<file path="src/rtl/rx_pkg.sv">
// Shared constants for the UART receive path: legal oversampling ratios,
// default counter width and the idle level of the serial line.
package rx_pkg;
    localparam int   PRESCALE_W_DEFAULT = 6;
    localparam int   PRESCALE_8         = 8;
    localparam int   PRESCALE_16        = 16;
    localparam int   PRESCALE_32        = 32;
    localparam int   PRESCALE_MIN       = 4;
    localparam logic RX_IDLE            = 1'b1;
endpackage

</file>
<file path="src/rtl/rx_sync_2ff.sv">
// Two-flop synchroniser for the raw serial line; resets to the idle level so
// that a reset never looks like a start bit.
module rx_sync_2ff
    import rx_pkg::*;
(
    input  logic clk_based_on_prescale,
    input  logic asy_reset,
    input  logic d,
    output logic q
);
    logic meta_d, meta_q;
    logic sync_d, sync_q;

    always_comb begin
        meta_d = d;
        sync_d = meta_q;
    end

    always_ff @(posedge clk_based_on_prescale or negedge asy_reset) begin
        if (!asy_reset) begin
            meta_q <= RX_IDLE;
            sync_q <= RX_IDLE;
        end else begin
            meta_q <= meta_d;
            sync_q <= sync_d;
        end
    end

    assign q = sync_q;
endmodule

</file>
<file path="src/rtl/rx_data_sampler.sv">
// UART receive oversampler: per-bit edge counter plus 3-point majority vote
// around the bit midpoint. Define RX_SYNC_EN to insert a 2-flop line synchroniser.
module rx_data_sampler
    import rx_pkg::*;
#(
    parameter int PRESCALE_W = PRESCALE_W_DEFAULT
) (
    input  logic                  clk_based_on_prescale,
    input  logic                  asy_reset,
    input  logic                  rx_in,
    input  logic [PRESCALE_W-1:0] prescale,
    input  logic                  sampler_enable,
    output logic                  sampled_data,
    output logic                  sample_valid,
    output logic                  bit_done,
    output logic [PRESCALE_W-1:0] edge_cnt
);
    localparam logic [PRESCALE_W-1:0] ONE = PRESCALE_W'(1);

    logic rx_s;

`ifdef RX_SYNC_EN
    rx_sync_2ff u_sync (
        .clk_based_on_prescale (clk_based_on_prescale),
        .asy_reset             (asy_reset),
        .d                     (rx_in),
        .q                     (rx_s)
    );
`else
    assign rx_s = rx_in;
`endif

    logic [PRESCALE_W-1:0] p_eff, mid, last;
    logic [PRESCALE_W-1:0] edge_cnt_d, edge_cnt_q;
    logic                  s0_d, s0_q, s1_d, s1_q;
    logic                  sampled_data_d, sampled_data_q;
    logic                  sample_valid_d, sample_valid_q;

    // Degenerate ratios fall back to 8 so the midpoint taps stay distinct.
    always_comb begin
        p_eff = (prescale < PRESCALE_W'(PRESCALE_MIN)) ? PRESCALE_W'(PRESCALE_8) : prescale;
        mid   = p_eff >> 1;
        last  = p_eff - ONE;
    end

    always_comb begin
        edge_cnt_d     = '0;
        s0_d           = s0_q;
        s1_d           = s1_q;
        sampled_data_d = sampled_data_q;
        sample_valid_d = 1'b0;
        if (sampler_enable) begin
            // >= rather than == so a stray counter value can never run away
            edge_cnt_d = (edge_cnt_q >= last) ? '0 : edge_cnt_q + ONE;
            if (edge_cnt_q == mid - ONE) s0_d = rx_s;
            if (edge_cnt_q == mid)       s1_d = rx_s;
            if (edge_cnt_q == mid + ONE) begin
                sampled_data_d = (s0_q & s1_q) | (s0_q & rx_s) | (s1_q & rx_s);
                sample_valid_d = 1'b1;
            end
        end
    end

    always_ff @(posedge clk_based_on_prescale or negedge asy_reset) begin
        if (!asy_reset) begin
            edge_cnt_q     <= '0;
            s0_q           <= RX_IDLE;
            s1_q           <= RX_IDLE;
            sampled_data_q <= RX_IDLE;
            sample_valid_q <= 1'b0;
        end else begin
            edge_cnt_q     <= edge_cnt_d;
            s0_q           <= s0_d;
            s1_q           <= s1_d;
            sampled_data_q <= sampled_data_d;
            sample_valid_q <= sample_valid_d;
        end
    end

    assign sampled_data = sampled_data_q;
    assign sample_valid = sample_valid_q;
    assign edge_cnt     = edge_cnt_q;
    assign bit_done     = sampler_enable && (edge_cnt_q == last);
endmodule

</file>
<file path="config.mk">
export PLATFORM = sky130hd
export DESIGN_NAME = rx_data_sampler
export DESIGN_NICKNAME = d
export VERILOG_FILES = /design/src/rtl/rx_pkg.sv /design/src/rtl/rx_sync_2ff.sv /design/src/rtl/rx_data_sampler.sv
export SDC_FILE = /design/constraint.sdc
export NUM_CORES = 1
export LEC_CHECK = 0
export ABC_CLOCK_PERIOD_IN_PS = 5500
export CAP_MARGIN = 25
export CORE_UTILIZATION = 55
export CTS_CLUSTER_DIAMETER = 100
export DETAILED_ROUTE_END_ITERATION = 7
export DONT_BUFFER_PORTS = 1
export MAX_ROUTING_LAYER = met4
export PLACE_DENSITY_LB_ADDON = 0.05
export SYNTH_ARGS = -nofsm -noshare
export SYNTH_HDL_FRONTEND = slang
export SYNTH_SLANG_ARGS = --single-unit
</file>
<file path="constraint.sdc">
create_clock -name clk_based_on_prescale -period 5.5 [get_ports clk_based_on_prescale]
set_input_delay 1.65 -clock clk_based_on_prescale [delete_from_list [all_inputs] [get_ports clk_based_on_prescale]]
set_output_delay 1.65 -clock clk_based_on_prescale [all_outputs]
set_load 0.01 [all_outputs]
</file>
-- Yosys cells after proc, flatten, opt, wreduce, memory -nomap -nowiden
Index checks and enable logic that the tools add are counted.
- $add $sub $neg: 4
- order comparisons: 2
- equal/unequal tests: 4
- mux-type cells: 5
- bitwise operators: 5
- reduce and logical (&&, ||, !) cells: 4
- operator list (cell ; count):
    $eq 6x6->1 ; 3
    $mux 6 ; 3
    $add 5x1->6 const B ; 1
    $add 6x1->6 const B ; 1
    $eq 6x5->1 ; 1
    $ge 6x6->1 ; 1
    $lt 6x3->1 const B ; 1
    $reduce_and 2->1 ; 3
    $sub 5x1->6 const B ; 1
    $sub 6x1->6 const B ; 1
    $and 1x1->1 ; 3
    $mux 1 ; 2
    $or 1x1->1 ; 2
    $logic_and 1x1->1 ; 1
- flip-flop bits (word level): 10
- bits of input ports: 10
- output and inout bits: 9
- word-level logic and storage cells: 29

-- Logic depth before layout (Yosys ltp)
Gate-level depths: netlist of the first run.
- word-level depth: 6
- gate-level depth with buffers: 11
- gate-level depth less buffers: 10

-- Worst setup path after synthesis of the first run
Ideal clock, no wire load.
- path type: input port to output port
- from: in prescale[5]
- to: out bit_done
- data arrival time: 3.566 ns
- data required time: 3.850 ns
- slack: 0.284 ns
- stages on the path: 9
- buffers on the path: 1
- cells stage by stage: buf_6 -> o41ai_2 -> ha_1 -> nor3b_1 -> nor2b_1 -> mux2i_1 -> ha_1 -> nand4_1 -> nor2_1
- longest elaborated chain between the ends: 5
- ends and longest elaborated chain (item ; line ; RTL):
    start, declared ; rx_data_sampler.sv:11 ; input logic [PRESCALE_W-1:0] prescale,
    $lt 6x3->1 ; rx_data_sampler.sv:41 ; p_eff = (prescale < PRESCALE_W'(PRESCALE_MIN)) ? PRESCALE_W'(PRESCALE_8) : prescale;
    $mux 6 * ; rx_data_sampler.sv:41 ;
    $sub 6x1->6 * ; rx_data_sampler.sv:43 ; last = p_eff - ONE;
    $eq 6x6->1 * ; rx_data_sampler.sv:83 ; assign bit_done = sampler_enable && (edge_cnt_q == last);
    $logic_and 1x1->1 * ; rx_data_sampler.sv:83 ;
    end, declared ; rx_data_sampler.sv:15 ; output logic bit_done,
Every way passes the cells marked *; elsewhere a longest branch is shown, timed or not.

-- Worst setup path in the final report of the first run
Ends and elaborated chain as after synthesis.

==> results of run 1 <==
==> flip-flops by register name, indices dropped and copies added, names as in the netlist <==
name / flops
edge_cnt: 6
s1_q: 1
sample_valid: 1
s0_q: 1
sampled_data: 1
==> worst register-to-register path, stage by stage (launching register included) <==
cell,delay (ps)
dfrtp_1,570
nor4b_2,380
a211oi_4,100
xor2_1,160
nor4_1,430
mux2_1,360
==> synthesized netlist by cell type (4+ instances only) <==
master / n
xor2_1: 5
mux2i_1: 4
nand3_1: 6
nor2_1: 11
dfrtp_1: 7
inv_1: 6
nand2_1: 4
xnor2_1: 12
nor2b_1: 4
ha_1: 10
==> cells by family after synthesis <==
family | synth area share, %
muxes | 7.969
AOI/OAI and AO/OA | 8.483
adders and majority gates | 13.88
xor gates and xnor gates | 15.30
and+or+nand+nor | 22.62
DFF | 26.09
buffers and inverters | 5.655
==> metal layers <==
metal	up-vias	GRT usage (%)
li1	361	-
met1	361	26.82
met2	23	36.47
met3	0	10.61
met4	0	3.030
met5	-	-
==> cell type report <==
cell class              count  area [µm²]
multi-input cells          83       664.4
fillers                   142       571.8
flip-flops and latches     10       254.0
clock buffers               4       36.28
inverters                   6       22.52
well taps                  16       20.02
repair buffers              1       7.507
==> power groups by stage <==
| stage | clock [mW] | sequential, mW | combinational [mW] |
|---|---|---|---|
| 6_report | 0.0672 | 0.103 | 0.0575 |
| 5_1_grt | 0.0706 | 0.105 | 0.0642 |
| 4_1_cts | 0.0680 | 0.103 | 0.0583 |
| 3_5_place_dp | 0 | 0.105 | 0.0582 |
| 3_3_place_gp | 0 | 0.104 | 0.0560 |
| 2_1_floorplan | 0 | 0.101 | 0.0544 |
==> final timing paths <==
path / to / slack [ps] / cells after the start / start
setup / recovery: bit_done / 400 / 8 / prescale[5]
hold / removal: s1_q / 620 / 1 / s1_q
setup reg to reg: s0_q / 3430 / 5 / edge_cnt[2]
hold reg to reg: s1_q / 620 / 1 / s1_q
max in group asynchronous: s1_q / 4260 / 0 / asy_reset
min in group asynchronous: edge_cnt[2] / 1070 / 0 / asy_reset
==> cells in the final DEF (no fill, tap or decap), drive strengths merged, types with 2 or more instances in the layout <==
cell and instances:
mux2i 4, nor2 11, nand2 4, dfrtp 7, xnor2 12, o41ai 2
a21oi 3, nand3 6, inv 6, clkbuf 4, nor3 3, dfstp 3
xor2 5, nor3b 3, nor2b 4, ha 10, mux2 3
==> summary.txt, run 1 <==
Synthesized area per cell -> 9.271 µm²
Drt drc -> 0
Total Power -> 0.2279 mW
Number of buffers added on ports -> 0
Top cells by area, synth -> dfrtp_1 18%, ha_1 13%, xnor2_1 11%
Sequential area share after synthesis -> 26.09%
Final period util -> 92.69%
Maxcap violations -> 0
CTS sink count -> 10
# Post-CTS Setup Buffers -> 0
Initial DRC count -> 8
Core box area -> 0.001577 mm²
# IOs -> 19
Yosys top cell area share -> 17.99%
Int Power -> 0.1627 mW
Iteration count of the initial detailed-routing pass -> 5
NetSw -> 0.06517 mW
Most common cell on crit path -> ha_1
Final Util -> 63.73%
Skew final -> 5.937 ps
Die area -> 0.001942 mm²
First-pass GRT wire length -> 3077 µm
Routability cong. -> 0.8003
Hold_buf cts -> 0
Logic gate share of total power -> 25.2%
RSZ-0062 raised after global routing -> false
Yosys top cell by area -> dfrtp_1
Fin worst setup slack -> 402.0 ps
PD cells -> 226.8 mW/mm²
Run status -> completed
Layout Cells excl Fill -> 120
FFs w/ async S/R, synth -> 100.0%
Nets -> 125
Overall routing resource usage -> 22.75%
Post-route setup TNS -> 0 ps
Vias -> 745
Routed WL -> 1895 µm
Initial core utilization -> 61.75%
Post-Syn Area -> 973.4 µm²
WHS -> 621.2 ps
Family with the most delay on the worst path -> simple AND/OR/NAND/NOR gates
Metal2 WL -> 899 µm
Largest stage delay, worst path -> 390 ps
DP Worst Slack -> 397.1 ps
Layout cells sized above 1 -> 14.42%
Slowest stage cell, crit path -> o41ai_2
DR WL met3 -> 174 µm
Final Max Tran Viols -> 0
DRT met1 WL -> 822 µm
Worst Path Arrival -> 3450 ps
Post-synthesis cell type count -> 35
DIE HEIGHT -> 44.07 µm
Routed Antenna Nets -> 0
Row count -> 14
Leakage power total -> 0.4141 nW
WP buf/inv -> 0
Minimum clock period -> 5098 ps
Startpoint types -> input pin
DR vias/cell -> 6.208
Post-DP Area -> 968.4 µm²
Worst-Skew Late Latency -> 270 ps
CTS H-tree depth -> 1
Synth Instances -> 105
Pin count of the biggest net entering global routing -> 13
Least-Margin Pin Slew -> 576.6 ps
Worst vdd ir -> 0.0001714 V
Worst Path Required -> 3850 ps
DP HPWL -> 1525 µm
Placed Cells incl. Taps -> 116
Number of synthesized flops with an enable pin -> 0
WL/cell -> 15.79 µm
Die W -> 44.07 µm
Cells along the critical path -> o41ai_2, ha_1, nor3b_1, nor2b_1, mux2i_1, ha_1, nand4_1, nor2_1
Predominant post-synthesis flop cell -> dfrtp_1
Slew HR -> 61.05%
Critical path class -> in2out
Yosys reg bits -> 10
Final setup viols -> 0
Clk buf depth -> 2
Global route overflow -> 0
Clock-pin slew on the worst setup and hold paths -> 60 ps
DR top layer -> met3
Crit. End Element -> output port
Design area -> 0.001005 mm²
Initial antenna violation count -> 0
Clock power share -> 29.5%
Sw frac -> 28.60%
Achievable Freq -> 196.2 MHz
Synthesized Nets -> 125
Vias in the first global route -> 724
Antenna diodes -> 0
Reg power frac -> 45.3%
HP Class -> reg2reg
PostCTS Resize Cnt -> 0
Final Hold Vio Count -> 0
Synthesis warning total -> 0
Layout area overhead -> 3.213%
Critical path peak fanout -> 10
Root Driver -> clkbuf_4
CTS Buf Count -> 3
CTS tree -> built
(Power assumes the default switching activity.)
==> run 2, diff against run 1 <==
--- a/config.mk
+++ b/config.mk
@@ -7,7 +7,9 @@
 export LEC_CHECK = 0
 export ABC_CLOCK_PERIOD_IN_PS = 5500
 export CAP_MARGIN = 25
-export CORE_UTILIZATION = 55
+export CELL_PAD_IN_SITES_DETAIL_PLACEMENT = 0
+export CELL_PAD_IN_SITES_GLOBAL_PLACEMENT = 1
+export CORE_UTILIZATION = 46
 export CTS_CLUSTER_DIAMETER = 100
 export DETAILED_ROUTE_END_ITERATION = 7
 export DONT_BUFFER_PORTS = 1
==> summary.txt, run 2 (synthesized netlist as in run 1, its figures left out) <==
Hold_buf cts -> 0 (unchanged)
Startpoint types -> input pin
Layout cells sized above 1 -> 14.42% (unchanged)
R2R setup slack -> 3540 ps (+110 ps)
Most common cell on crit path -> ha_1
Multi-input logic area -> 664.4 µm² (unchanged)
WHS -> 620.2 ps (-1.040 ps)
Post-route setup TNS -> 0 ps (unchanged)
CTS sink count -> 10 (unchanged)
Maxcap violations -> 0 (unchanged)
Vias in the first global route -> 690 (-4.7%)
Largest stage delay, worst path -> 360 ps (-30 ps)
Least-Margin Pin Slew -> 513.1 ps (-63.53 ps)
Routability cong. -> 0.7454 (-6.9%)
Routed WL -> 1960 µm (+3.4%)
# Post-CTS Setup Buffers -> 0 (unchanged)
Minimum clock period -> 5090 ps (-8.151 ps)
FF/Latch Area -> 254.0 µm² (unchanged)
Antenna diodes -> 0 (unchanged)
Achievable Freq -> 196.5 MHz (+0.16%)
Worst Path Arrival -> 3440 ps (about the same)
Skew final -> 1.706 ps (-4.231 ps)
DR vias/cell -> 5.473 (-12%)
Global route overflow -> 0 (unchanged)
Slew HR -> 65.76% (+4.7 points)
CTS Buf Count -> 3 (unchanged)
Final Max Tran Viols -> 0 (unchanged)
# IOs -> 19 (unchanged)
CTS H-tree depth -> 1 (unchanged)
Leakage power total -> 0.4141 nW (unchanged)
PD cells -> 221.7 mW/mm² (-2.2%)
Layout area overhead -> 4.628%
DP HPWL -> 1552 µm (+1.8%)
Final setup viols -> 0 (unchanged)
Row count -> 16 (+2)
Worst vdd ir -> 0.0001791 V (+4.5%)
Max FFs per register -> 6 (unchanged)
WL/cell -> 14.96 µm (-5.3%)
HP Class -> reg2reg
Clock-pin slew on the worst setup and hold paths -> 60 ps (about the same)
Drt drc -> 0 (unchanged)
Nets -> 125 (unchanged)
Layout fillers -> 189 (+33%)
Overall routing resource usage -> 20.89% (-1.9 points)
Final Hold Vio Count -> 0 (unchanged)
Die area -> 0.002304 mm² (+19%)
First-pass GRT wire length -> 3056 µm (-0.68%)
Core box area -> 0.001982 mm² (+26%)
Cells along the critical path -> o41ai_2, ha_1, nor3b_1, nor2b_1, mux2i_1, ha_1, nand4_1, nor2_1
Worst Path Required -> 3850 ps (about the same)
Most frequent cells in the layout -> 12 x xnor2_1, 11 x nor2_1, 10 x ha_1
Routed Antenna Nets -> 0 (unchanged)
Final period util -> 92.54% (-0.15 points)
Total Power -> 0.2258 mW (-0.91%)
Crit. End Element -> output port
RSZ-0062 raised after global routing -> false
DIE HEIGHT -> 48 µm (+8.9%)
Pin count of the biggest net entering global routing -> 13 (unchanged)
Worst-Skew Late Latency -> 260 ps (about the same)
Clk buf depth -> 2 (unchanged)
Critical path peak fanout -> 10 (unchanged)
Vias -> 717 (-3.8%)
Run status -> completed
PostCTS Resize Cnt -> 0 (unchanged)
Final Util -> 51.39% (-12 points)
Initial core utilization -> 49.12% (-13 points)
CTS tree -> built
Slowest stage cell, crit path -> o41ai_2
Number of buffers added on ports -> 0 (unchanged)
Most common cell after layout, fill and taps aside -> xnor2_1
Iteration count of the initial detailed-routing pass -> 4 (-1)
Initial DRC count -> 17 (+9)
Root Driver -> clkbuf_4
Initial antenna violation count -> 0 (unchanged)
Critical path class -> in2out
Die W -> 48 µm (+8.9%)
## run 2: cell counts in the layout (fill, tap and decap cells not counted)
Identical to the previous run, type by type.
## run 2: cell type report
cell class,count,area share (%)
multi-input combinational,83,65.23
inverter,6,2.211
tap,27,3.317
clock buffer,4,3.563
timing repair buffer,1,0.7371
sequential,10,24.94
## run 2: worst max-delay path, delay by kind of cell
| kind | cells | cell delay [ps] |
|---|---|---|
| AOI/OAI and AO/OA | 1 | 360 |
| adders and majority gates | 2 | 570 |
| muxes | 1 | 90 |
| and+or+nand+nor | 4 | 780 |
## run 2: final timing paths
check,start,end,cells past startpoint
setup / recovery,prescale[5],bit_done,8
hold / removal,s1_q,s1_q,1
setup reg to reg,edge_cnt[2],s0_q,5
hold reg to reg,s1_q,s1_q,1
max in group asynchronous,asy_reset,s0_q,0
min in group asynchronous,asy_reset,edge_cnt[0],0
## run 2: layer usage
layer	part of all wire, %	global-route usage, %
met5	0	-
met4	0	3.333
met3	7.4	9.057
met2	48	33.78
met1	45	24.37
## run 2: per-stage QoR
| stage | area [µm²] | setup WS, ps | std cells |
|---|---|---|---|
| 2_1_floorplan | 973.4 | 283.9 | 105 |
| 3_3_place_gp | 982.2 | 473.3 | 127 |
| 3_5_place_dp | 982.2 | 411.7 | 127 |
| 4_1_cts | 1018 | 405.8 | 131 |
| 5_1_grt | 1018 | 220.8 | 131 |
| 6_report | 1018 | 410.1 | 131 |
## run 2: power by group
group	switching [mW]	leakage, nW	internal [mW]	total, mW
sequential	0.0128	0.127	0.0904	0.103
combinational	0.0252	0.267	0.0321	0.0573
clock	0.0251	0.0210	0.0402	0.0653
total	0.0631	0.414	0.163	0.226
